### src/rtl/rc4_pkg.sv
// RC4 shared types.
// Holds the PRGA decryptor FSM state encoding that is exported on state_tap.
package rc4_pkg;

  typedef enum logic [3:0] {
    IDLE      = 4'd0,
    NEXT_I    = 4'd1,
    WAIT_SI   = 4'd2,
    READ_SI   = 4'd3,
    WAIT_SJ   = 4'd4,
    READ_SJ   = 4'd5,
    WRITE_I   = 4'd6,
    WRITE_J   = 4'd7,
    WAIT_F    = 4'd8,
    READ_F    = 4'd9,
    WRITE_OUT = 4'd10
  } state_t;

endpackage

### src/rtl/trap_edge.sv
// Rising-edge detector.
// The rise output is high while sig is 1 and was 0 at the previous clock edge.
module trap_edge (
  input  logic clk,
  input  logic reset,
  input  logic sig,
  output logic rise
);

  logic sig_q;

  always_ff @(posedge clk or posedge reset) begin
    if (reset) sig_q <= 1'b0;
    else       sig_q <= sig;
  end

  assign rise = sig & ~sig_q;

endmodule

### src/rtl/prga_decryptor.sv
// RC4 PRGA keystream generator with XOR decryption into plaintext RAM.
// Takes over the S RAM port after the KSA shuffler completes.
module prga_decryptor
  import rc4_pkg::*;
#(
  parameter int RAM_WIDTH      = 8,
  parameter int RAM_LENGTH     = 8,
  parameter int MSG_LENGTH     = 32,
  parameter int MSG_ADDR_WIDTH = 5
) (
  input  logic                      clk,
  input  logic                      reset,
  input  logic                      start,
  output logic                      finished,
  input  logic [RAM_WIDTH-1:0]      s_q,
  output logic [RAM_LENGTH-1:0]     s_addr,
  output logic [RAM_WIDTH-1:0]      s_data,
  output logic                      s_wren,
  output logic [MSG_ADDR_WIDTH-1:0] rom_addr,
  input  logic [RAM_WIDTH-1:0]      rom_q,
  output logic [MSG_ADDR_WIDTH-1:0] out_addr,
  output logic [RAM_WIDTH-1:0]      out_data,
  output logic                      out_wren,
  output logic [3:0]                state_tap
);

  localparam logic [MSG_ADDR_WIDTH-1:0] K_LAST =
    MSG_ADDR_WIDTH'(MSG_LENGTH - 1);

  state_t                    state, state_n;
  logic [RAM_LENGTH-1:0]     i, i_n, j, j_n;
  logic [MSG_ADDR_WIDTH-1:0] k, k_n;
  logic [RAM_WIDTH-1:0]      si, si_n, sj, sj_n;
  logic [RAM_LENGTH-1:0]     s_addr_n;
  logic [RAM_WIDTH-1:0]      s_data_n, out_data_n;
  logic                      s_wren_n, out_wren_n, fin_n;
  logic [MSG_ADDR_WIDTH-1:0] rom_addr_n, out_addr_n;
  logic                      start_rise;

  trap_edge u_start_edge (
    .clk   (clk),
    .reset (reset),
    .sig   (start),
    .rise  (start_rise)
  );

  always_ff @(posedge clk or posedge reset) begin
    if (reset) begin
      state    <= IDLE;
      i        <= '0;
      j        <= '0;
      k        <= '0;
      si       <= '0;
      sj       <= '0;
      s_addr   <= '0;
      s_data   <= '0;
      s_wren   <= 1'b0;
      rom_addr <= '0;
      out_addr <= '0;
      out_data <= '0;
      out_wren <= 1'b0;
      finished <= 1'b0;
    end else begin
      state    <= state_n;
      i        <= i_n;
      j        <= j_n;
      k        <= k_n;
      si       <= si_n;
      sj       <= sj_n;
      s_addr   <= s_addr_n;
      s_data   <= s_data_n;
      s_wren   <= s_wren_n;
      rom_addr <= rom_addr_n;
      out_addr <= out_addr_n;
      out_data <= out_data_n;
      out_wren <= out_wren_n;
      finished <= fin_n;
    end
  end

  always_comb begin
    state_n    = state;
    i_n        = i;
    j_n        = j;
    k_n        = k;
    si_n       = si;
    sj_n       = sj;
    s_addr_n   = s_addr;
    s_data_n   = s_data;
    s_wren_n   = s_wren;
    rom_addr_n = rom_addr;
    out_addr_n = out_addr;
    out_data_n = out_data;
    out_wren_n = out_wren;
    fin_n      = 1'b0;
    case (state)
      IDLE: begin
        if (start_rise) begin
          i_n     = '0;
          j_n     = '0;
          k_n     = '0;
          state_n = NEXT_I;
        end
      end
      NEXT_I: begin
        i_n        = i + 1'b1;
        s_addr_n   = i + 1'b1;
        rom_addr_n = k;
        state_n    = WAIT_SI;
      end
      WAIT_SI: state_n = READ_SI;
      READ_SI: begin
        si_n     = s_q;
        j_n      = j + RAM_LENGTH'(s_q);
        s_addr_n = j + RAM_LENGTH'(s_q);
        state_n  = WAIT_SJ;
      end
      WAIT_SJ: state_n = READ_SJ;
      READ_SJ: begin
        sj_n     = s_q;
        s_addr_n = i;
        s_data_n = s_q;
        s_wren_n = 1'b1;
        state_n  = WRITE_I;
      end
      WRITE_I: begin
        s_addr_n = j;
        s_data_n = si;
        s_wren_n = 1'b1;
        state_n  = WRITE_J;
      end
      // Writes are done; the f lookup address is latched for WAIT_F.
      WRITE_J: begin
        s_wren_n = 1'b0;
        s_data_n = '0;
        s_addr_n = RAM_LENGTH'(si + sj);
        state_n  = WAIT_F;
      end
      WAIT_F: state_n = READ_F;
      READ_F: begin
        out_addr_n = k;
        out_data_n = s_q ^ rom_q;
        out_wren_n = 1'b1;
        state_n    = WRITE_OUT;
      end
      WRITE_OUT: begin
        out_wren_n = 1'b0;
        if (k == K_LAST) begin
          fin_n   = 1'b1;
          state_n = IDLE;
        end else begin
          k_n     = k + 1'b1;
          state_n = NEXT_I;
        end
      end
      default: state_n = IDLE;
    endcase
  end

  assign state_tap = state;

endmodule

### config.mk
export PLATFORM = sky130hd
export DESIGN_NAME = prga_decryptor
export DESIGN_NICKNAME = d
export VERILOG_FILES = /design/src/rtl/rc4_pkg.sv /design/src/rtl/trap_edge.sv /design/src/rtl/prga_decryptor.sv
export SDC_FILE = /design/constraint.sdc
export NUM_CORES = 1
export LEC_CHECK = 0
export CORE_MARGIN = 1.5
export CORE_UTILIZATION = 45
export CTS_CLUSTER_SIZE = 10
export DETAILED_ROUTE_END_ITERATION = 8
export DONT_BUFFER_PORTS = 1
export SLEW_MARGIN = 20
export SYNTH_ARGS = -nofsm -noshare
export SYNTH_HDL_FRONTEND = slang
export SYNTH_HIERARCHICAL = 1
export SYNTH_SLANG_ARGS = --single-unit
### constraint.sdc
create_clock -name clk -period 2.5 [get_ports clk]
set_input_delay 0.125 -clock clk [delete_from_list [all_inputs] [get_ports clk]]
set_output_delay 0.125 -clock clk [all_outputs]
set_load 0.005 [all_outputs]
==> results.json <==
{
  "outcome": "complete, no violations",
  "avgSynthCellArea_um2": 9.423,
  "async_reset_ff_share_pct": 100.0,
  "end_kind": "register",
  "timing.rr.start": "j[0]",
  "ant_nets": 0,
  "portBuffers": 0,
  "met2_wirelength_um": 5172,
  "core_um2": 9328,
  "fin_skew_ns": 0.008300,
  "gp_congestion": 0.8603,
  "pwr-share-seq_pct": 46.8,
  "met1_length_um": 5261,
  "die_area_um2": 10300,
  "fillers": 859,
  "drt_iter0_drc": 293,
  "final_cell_mix": "79 x dfrtp_1, 69 x nand2_1, 47 x o21ai_0",
  "hold_viol_final": 0,
  "period_share_pct": 85.70,
  "met3_length_um": 816,
  "antenna_found_initial": 0,
  "power.leakage_nw": 2.151,
  "ctsRootBufferMaster": "clkbuf_8",
  "synth_flop_cell": "dfrtp_1",
  "wl_per_cell_um": 18.27,
  "setup_violations": 0,
  "highest_layer": "met4",
  "drive_gt1_share_pct": 10.95,
  "synth_cells": 463,
  "dr_total_vias": 3576,
  "p_per_area_nw_per_um2": 646.9,
  "io_pins": 60,
  "vias_per_cell": 5.749,
  "critPathRequiredTime_ns": 2.74,
  "layout_min_cycle_time_ns": 2.142,
  "post-cts-setup-buffer-count": 0,
  "wl_um": 11360,
  "initial_core_util_pct": 46.77,
  "cts_buffers": 9,
  "overflow": 0,
  "netSwitchingFraction_pct": 29.35,
  "final_common_cell": "dfrtp_1",
  "num_rows": 35,
  "finalSetupTns_ns": 0,
  "drc_errors": 0,
  "min_path_type": "input pin to register",
  "clock_latency_ns": 0.35,
  "area_growth_pct": 13.28,
  "cp-startpoint": "j[0]",
  "grt_max_degree": 29,
  "dp_hpwl_um": 8069,
  "yosysSeqAreaShare_pct": 45.31,
  "yosysWarnings": 6,
  "synth_seq_cells": 79,
  "grt_pass1_vias": 3441,
  "cap_viol_max_count": 0,
  "start_kind": "register",
  "regArea_um2": 1977,
  "synth_nets": 501,
  "switching_power_w": 0.0009385,
  "vdd_drop_max_uv": 323.0,
  "clkTransAtPathRegs_ns": 0.09,
  "p_clk_share_pct": 33.5,
  "diodes": 0,
  "clock-sinks": 79,
  "slew_violations": 0,
  "crit_arrival_ns": 2.38,
  "finalNetCount": 526,
  "fmax_mhz": 466.8,
  "grt_pass1_wl_um": 18140,
  "slew_headroom_pct": 58.34,
  "final_util_pct": 52.98,
  "synth_enable_flop_cells": 0,
  "die_w_um": 101.5,
  "rsz0062_at_grt": "no",
  "hold_start": "s_q[2]",
  "clk_path_buf_depth": 2,
  "h-tree-depth": 3,
  "synthDistinctLibCells": 56,
  "tightestPinTransition_ns": 0.6248,
  "grt.total_usage_pct": 23.18,
  "syn_area_um2": 4363,
  "crit_type": "register to register",
  "cts-hold-fix-buffers": 18,
  "crit_fanout": 3,
  "p_comb_share_pct": 19.7,
  "cts_tree": "yes",
  "r2r_slack_ns": 0.36,
  "multi_input_area_um2": 2226,
  "firstDrtPassIters": 5,
  "p_int_w": 0.002259,
  "die_h_um": 101.5,
  "cts_resized": 0
}
[power by group through the flow]
stage                     Combinational [W]  Clock, W  Sequential [W]
after floorplan                    0.000481         0         0.00148
after global placement             0.000583         0         0.00152
after detailed placement           0.000596         0         0.00152
after CTS                          0.000633   0.00109         0.00150
after global routing               0.000710   0.00114         0.00151
final                              0.000631   0.00107         0.00150
[synth_stat cells (all sizes together), types with 9 or more instances]
library cell  count  share of area [%]
a21o             10                1.7
nand2            69                5.9
a31oi             9                1.3
mux2             14                3.6
ha               17                4.9
a21oi            26                3.0
nor2b            22                3.3
buf              14                2.0
inv              13                1.1
a22oi             9                1.5
o21ai            48                5.5
xnor2            15                3.0
dfrtp            79                 45
nor2             36                3.2
[layout make-up]
cell class | count | area share [%]
Timing Repair Buffer | 35 | 6.228
Sequential cell | 79 | 40.00
Multi-Input combinational cell | 350 | 45.04
Tap cell | 129 | 3.266
Inverter | 13 | 1.013
Clock buffer | 10 | 2.582
Clock inverter | 6 | 1.873
[path summary, 6_finish.rpt]
check / end / depth (start not counted)
max: s_addr[6] / 9
min reg2reg: rom_addr[2] / 2
min in group asynchronous: u_start_edge/sig_q / 2
min: s_data[2] / 2
max in group asynchronous: s_data[0] / 3
max reg2reg: s_addr[6] / 9
[worst max-delay path: stages, from the launching register on]
cell      delay, ns
dfrtp_1        0.37
ha_1           0.21
inv_1          0.08
fa_1           0.37
nor2b_1        0.20
o31a_1         0.18
o21ai_1        0.07
a21boi_0       0.19
nor3_1         0.09
a221o_1        0.27
[per-layer routing]
metal | GRT usage, % | vias up
met5 | 0 | -
met4 | 6.410 | 0
met3 | 6.556 | 7
met2 | 36.40 | 123
met1 | 31.49 | 1755
li1 | - | 1691
[logic make-up (layout without fill, tap and decap cells)]
group                    after synthesis  in the layout  synth area share [%]
buffers and inverters                 34             64                 3.671
flip-flops                            79             79                 45.31
XOR/XNOR                              20             20                 4.187
AND/OR/NAND/NOR                      159            159                 17.24
multiplexers                          15             15                 3.843
AO/OA/AOI/OAI                        137            137                 19.96
adder cells (fa/ha/maj)               19             19                 5.793
[state kept, by name, summed over array words and instances, names as in the netlist, 8 cells and up]
signal,count
i,8
j,8
out_data,8
s_addr,8
s_data,8
si,8
sj,8
[per-stage QoR]
stage               worst slack, ns  hold slack (ns)  total power (W)  instances  area [um2]
floorplan                    0.3800          -0.1463         0.001963        463        4363
global placement             0.4471          -0.1453         0.002102        588        4542
detailed placement           0.3971          -0.1387         0.002118        588        4542
CTS                          0.3649         0.009437         0.003219        622        4942
global route                 0.1796          0.04901         0.003363        622        4942
finish                       0.3575          0.06318         0.003197        622        4942
Note: power is estimated with default switching activity, not from simulation.
